**config.mk**
```make
export PLATFORM = sky130hd
export DESIGN_NAME = multimode_ff_bank
export DESIGN_NICKNAME = d
export VERILOG_FILES = /design/src/rtl/ff_pkg.sv /design/src/rtl/ff_cell.sv /design/src/rtl/multimode_ff_bank.sv
export SDC_FILE = /design/constraint.sdc
export NUM_CORES = 1
export LEC_CHECK = 0
export BUFFER_PORTS_ARGS = -buffer_cell sky130_fd_sc_hd__buf_2
export CORE_MARGIN = 2
export CORE_UTILIZATION = 30
export DETAILED_ROUTE_END_ITERATION = 10
export PLACE_DENSITY_LB_ADDON = 0.1
export SLEW_MARGIN = 20
export SYNTH_ARGS = -nofsm -noshare
export SYNTH_HDL_FRONTEND = slang
export SYNTH_SLANG_ARGS = --single-unit
```
**constraint.sdc**
```tcl
create_clock -name clk -period 1.3 [get_ports clk]
set_input_delay 0.13 -clock clk [delete_from_list [all_inputs] [get_ports clk]]
set_output_delay 0.13 -clock clk [all_outputs]
set_load 0.02 [all_outputs]
```
**src/rtl/ff_pkg.sv**
```systemverilog
// Shared mode encoding for the multimode flip-flop bank and its cells.
package ff_pkg;

  typedef logic [1:0] ff_mode;

  localparam ff_mode FF_MODE_SR = 2'b00;
  localparam ff_mode FF_MODE_JK = 2'b01;
  localparam ff_mode FF_MODE_D  = 2'b10;
  localparam ff_mode FF_MODE_T  = 2'b11;

  // An SR pair with both inputs high is the illegal combination.
  function automatic logic sr_conflict(input ff_mode m, input logic a, input logic b);
    return (m == FF_MODE_SR) && a && b;
  endfunction

endpackage

```
**src/rtl/ff_cell.sv**
```systemverilog
// Single-bit flip-flop that interprets its input pair a/b as SR, JK, D or T
// according to the shared mode; qb is registered alongside q as its complement.
module ff_cell
  import ff_pkg::*;
#(
  parameter logic RST_VAL = 1'b0
) (
  input  logic   clk,
  input  logic   rst,
  input  logic   en,
  input  ff_mode mode,
  input  logic   a,
  input  logic   b,
  output logic   q,
  output logic   qb
);

  logic q_d;
  logic q_q;
  logic qb_q;

  always_comb begin
    q_d = q_q;
    if (en) begin
      case (mode)
        FF_MODE_SR: begin
          if (a && !b) begin
            q_d = 1'b1;
          end else if (!a && b) begin
            q_d = 1'b0;
          end else begin
            q_d = q_q;
          end
        end
        FF_MODE_JK: begin
          case ({a, b})
            2'b10:   q_d = 1'b1;
            2'b01:   q_d = 1'b0;
            2'b11:   q_d = ~q_q;
            default: q_d = q_q;
          endcase
        end
        FF_MODE_D: q_d = a;
        FF_MODE_T: q_d = q_q ^ a;
        default:   q_d = q_q;
      endcase
    end else begin
      q_d = q_q;
    end
  end

  always_ff @(posedge clk or posedge rst) begin
    if (rst) begin
      q_q  <= RST_VAL;
      qb_q <= ~RST_VAL;
    end else begin
      q_q  <= q_d;
      qb_q <= ~q_d;
    end
  end

  assign q  = q_q;
  assign qb = qb_q;

endmodule

```
**src/rtl/multimode_ff_bank.sv**
```systemverilog
// WIDTH-bit configurable flip-flop bank sharing one SR/JK/D/T mode register.
// Optional sticky sr_err flag is built when FF_BANK_SR_ERR_EN is defined.
module multimode_ff_bank
  import ff_pkg::*;
#(
  parameter int unsigned      WIDTH    = 8,
  parameter logic [WIDTH-1:0] RST_VAL  = {WIDTH{1'b0}},
  parameter logic [1:0]       RST_MODE = 2'b01
) (
  input  logic             clk,
  input  logic             rst,
  input  logic             en,
  input  logic             mode_wr,
  input  logic [1:0]       mode_in,
  input  logic [WIDTH-1:0] j,
  input  logic [WIDTH-1:0] k,
  output logic [WIDTH-1:0] q,
  output logic [WIDTH-1:0] qb,
`ifdef FF_BANK_SR_ERR_EN
  output logic             sr_err,
`endif
  output logic [1:0]       mode
);

  ff_mode mode_d;
  ff_mode mode_q;

  // Cells see mode_q, so a write on the same edge as an update uses the old mode.
  always_comb begin
    if (mode_wr) begin
      mode_d = mode_in;
    end else begin
      mode_d = mode_q;
    end
  end

  always_ff @(posedge clk or posedge rst) begin
    if (rst) begin
      mode_q <= RST_MODE;
    end else begin
      mode_q <= mode_d;
    end
  end

  assign mode = mode_q;

  for (genvar i = 0; i < WIDTH; i++) begin : g_cell
    ff_cell #(
      .RST_VAL (RST_VAL[i])
    ) u_cell (
      .clk  (clk),
      .rst  (rst),
      .en   (en),
      .mode (mode_q),
      .a    (j[i]),
      .b    (k[i]),
      .q    (q[i]),
      .qb   (qb[i])
    );
  end

`ifdef FF_BANK_SR_ERR_EN
  logic sr_err_d;
  logic sr_err_q;

  always_comb begin
    sr_err_d = sr_err_q;
    if (en) begin
      for (int i = 0; i < WIDTH; i++) begin
        if (sr_conflict(mode_q, j[i], k[i])) begin
          sr_err_d = 1'b1;
        end else begin
          sr_err_d = sr_err_d;
        end
      end
    end else begin
      sr_err_d = sr_err_q;
    end
  end

  always_ff @(posedge clk or posedge rst) begin
    if (rst) begin
      sr_err_q <= 1'b0;
    end else begin
      sr_err_q <= sr_err_d;
    end
  end

  assign sr_err = sr_err_q;
`endif

endmodule
```
# [After elaboration in Yosys (flattened, before gate mapping)]
# Index checks and enable logic that the tools add are counted.
[word_totals] regBits=18 input_bits=22 word_cells=141
[classes] eq_ne=27 mux=40 bitwise=24 reduce_logical=33
[op_table] cell="equality test 2 bit, second input constant" n=18
[op_table] cell="one-hot mux 1 bit (4 select lines)" n=8
[op_table] cell="two-way mux 1 bit" n=24
[op_table] cell="one-hot mux 1 bit (3 select lines)" n=8
[op_table] cell="equality test 2 x 1 -> 1 bit, second input constant" n=9
[op_table] cell="logical AND 1 bit" n=16
[op_table] cell="zero test 1 bit" n=16
[op_table] cell="inverter 1 bit" n=16
[op_table] cell="XOR 1 bit" n=8
[op_table] cell="zero test 2 bit" n=1

# [Depth between registers and ports, before layout]
[depth] word_depth=7 ltp_mapped=5 depth_no_buf=3

# [Modules after synthesis]
# A second synthesis with hierarchy kept.
[unflattened] cells_unflattened=101 area_unflattened_um2=1008.5
[modules_own_cells] mod="ff_cell" n_inst=8 cells_each=12 area_each_um2=116.4 seq_area_each_um2=51.3
[modules_own_cells] mod="multimode_ff_bank" n_inst=1 cells_each=5 area_each_um2=77.6 seq_area_each_um2=51.3

# [Worst setup path after synthesis]
# Ideal clock, no wire load.
[synth_path] path_kind="register -> register" from="register mode_q[0], in the netlist mode[0]" to="register with a tool-made name" setup_time_ns=0.126 t_arrival_ns=1.195 slack_ns=-0.021 path_stages_with_launch=4 cell_sequence="dfstp_2 > buf_2 > mux2i_1 > a221o_1"
[synth_rtl] item="start, declared" line="multimode_ff_bank.sv:26" source="ff_mode mode_q;"
[synth_rtl] item="start signal, assigned" line="multimode_ff_bank.sv:41" source="mode_q <= mode_d;"

# [Final worst setup path]
[layout_path] from="register mode_q[0], in the netlist mode[0]" to="output port mode[0]"
[layout_rtl] item="end, declared" line="multimode_ff_bank.sv:22" source="output logic [1:0] mode"
# No word-level cell between the ends.

==> flow_summary_export.csv <==
group,metric,value,unit
run_status,outcome,"completed",
timing,clock_skew,0.005662,ns
global_routing,grt_overflow_total,0,
synth,syn-num-nets,132,
timing,timing.slew.headroom,77.84,%
power_and_ir_drop,power_per_cell_area,1530,nW/um^2
routing,via_per_inst,4.885,
cells_and_area,nets,166,
synth,post_synth_inst_count,110,
timing,hold_viol,0,
clocking,clock_tree.buffer_depth,2,
cells_and_area,layout.cells.most_common_list,"38 x buf_2, 9 x o21ai_1, 9 x dfrtp_1, 9 x dfstp_2",
global_routing,grt_use_total,12.03,%
placed_design,number_of_buffers_added_on_ports,39,
global_routing,global_route.usage.met2,19.72,%
global_routing,grt_most_used_layer,"met2",
clocking,root_buffer,"clkbuf_8",
timing,setup_viol_count_final,0,
setup_path,critical_path.max_fanout,6,
routing,routed_wirelength,2.513,mm
setup_path,crit_arrival,1.12,ns
setup_path,worst_setup_path_end_kind,"primary output",
timing,layout_worst_path_cycle_share,96.29,%
cells_and_area,post-route-util,38.22,%
global_routing,grt_use_met3,2.257,%
synth,syn-cell-area,1117,um^2
cells_and_area,post_route_cells_drive_above_1_share,46.85,%
setup_path,setup.worst_path.start_class,"register",
routing,dr_total_vias,933,
die,core.rowCount,22,
clocking,clk_latency,0.25,ns
synth,netlist_top_cells_area,"dfstp_2 21%, dfrtp_1 20%, buf_4 12%, a221o_1 5.4%, a221oi_1 4.7%",
timing,tightest_slew,0.3325,ns
synth,yosysWarningCount,0,
timing,max_clk_rate,798.9,MHz
routing,post-route-drc-count,0,
timing,number_of_max_slew_violations_in_the_final_report,0,
global_routing,first_global_vias,897,
timing,layout_setup_ws,0.04828,ns
clocking,cts_tree,"done",
placed_design,dp_slack,-0.05328,ns
power_and_ir_drop,ir_worst_vdd,0.5458,mV
placed_design,final_hpwl_dp,1.818,mm
synth,postSynthRegisterBits,18,
cells_and_area,layout-area-overhead-vs-synth,24.30,%
global_routing,grtUsageMet1,15.21,%
routing,final_antenna_net_count,0,
timing,sum_of_negative_setup_slack,0,ns
die,die_width,65.03,um
flow_run,max-cap-violations,0,
routing,drt_first_iter_violations,37,
timing,post-route-min-period,1.252,ns
cells_and_area,antennaDiodeCount,0,
routing,detail_route.first_pass.iterations,4,
clocking,clkSlewWorstSetupHoldPaths,0.08,ns
clocking,tritoncts_buffers,3,
global_routing,grt_max_degree,19,
die,die_footprint,4228,um^2
setup_path,cp.required,1.17,ns
synth,syn-mean-instance-area,10.16,um^2
clocking,cts.sink_count,18,
die,die_height,65.03,um
routing,avgRoutedWirePerCell,13.16,um
global_routing,grt_first_pass_wirelength,3.877,mm
global_routing,antenna_found_initial,0,
die,starting_density,30.75,%
clocking,cts_htree_levels,1,
timing,rsz0062_at_grt,"true",
power_and_ir_drop,power.leakage,0.0006163,uW
cells_and_area,post-route-cell-area,1389,um^2
setup_path,critical_path_class,"reg2out",
synth,synth.top_cell.area_share,21.16,%
die,coreArea,3633,um^2
synth,synth_cell_types,23,
cells_and_area,mostFrequentLayoutCell,"buf_2",
placed_design,placed_cell_area,1272,um^2
worst_hold_path,min_path_type,"in2reg",
synth,seq_area_frac_synth,41.32,%
die,top_level_ports,40,
placed_design,gp_routability_congestion,0.6851,
synth,synth_top_cell_by_area,"dfstp_2",
## critical path, cell delays in order (launching register included)
cell,delay [ns]
dfstp_2,0.60
buf_6,0.14
buf_4,0.13
## cells in the mapped netlist
cell       count
o21ai_1        3
a22oi_1        2
and2_1         2
nor2b_1        2
a221oi_1       6
and4b_1        2
mux2i_1        5
mux2_2         1
a221oi_2       2
o21a_1         2
a221o_1        6
nand2_1        3
dfrtp_1        9
o21ai_0       10
dfstp_2        9
buf_2          2
inv_1          5
nand3b_1       6
a2111oi_2      1
buf_4         18
nand2b_1       7
a21oi_1        5
nor2_1         2
## metal layers
metal | vias to the layer above | part of all wire (%)
met5 | - | 0
met4 | 0 | 0.88
met3 | 2 | 5.1
met2 | 25 | 49
met1 | 446 | 45
li1 | 460 | -
## path summary, 6_finish.rpt
path | startpoint | end | cells after the start | slack (ns)
worst max-delay path | mode[0]$_DFFE_PP1P_ | mode[0] | 2 | 0.05
worst min-delay path | mode_wr | mode[0]$_DFFE_PP1P_ | 2 | 0.05
worst max register to register | mode[0]$_DFFE_PP1P_ | register | 4 | 0.05
worst min register to register | register | g_cell[0].u_cell.qb$_DFF_PP1_ | 1 | 0.55
max in group asynchronous | rst | g_cell[4].u_cell.qb$_DFF_PP1_ | 4 | 0.60
min in group asynchronous | rst | async pin | 4 | 0.43
## layout make-up
type	instances	area (um^2)
well taps	48	60.06
flip-flops and latches	18	461.7
repair buffers	49	286.5
multi-input cells	67	516.7
clock buffers	4	45.04
fillers	394	2245
inverters	5	18.77
## where the power goes
| part | internal [uW] | switching [uW] | total (uW) | leakage [uW] |
|---|---|---|---|---|
| registers | 753 | 136 | 889 | 0.000197 |
| clock network | 218 | 195 | 412 | 0.0000228 |
| logic | 369 | 454 | 823 | 0.000397 |
## logic make-up (layout without fill, tap and decap cells)
| group | count (synthesis) | after routing | share of synthesized area [%] |
|---|---|---|---|
| AOI/OAI and AO/OA | 37 | 37 | 24.86 |
| muxes | 6 | 6 | 5.487 |
| DFF | 18 | 18 | 41.32 |
| and+or+nand+nor | 24 | 24 | 13.66 |
| buffers and inverters | 25 | 58 | 14.67 |
## through the flow
stage	instances	hold slack (ns)	total power, uW
2_1_floorplan	110	0.06200	1598
3_3_place_gp	183	0.1629	1658
3_5_place_dp	183	0.1654	1681
4_1_cts	189	0.04331	2106
5_1_grt	191	0.05457	2261
6_report	191	0.04713	2125
## repair_timing
action,CTS,global route
gates resized for setup,6,11
setup buffers,1,2
setup endpoints to repair,9,12
endpoints found under the hold margin,9,0
hold buffers,1,0
pin swaps,1,3
Power figures use the tool's default switching activity.
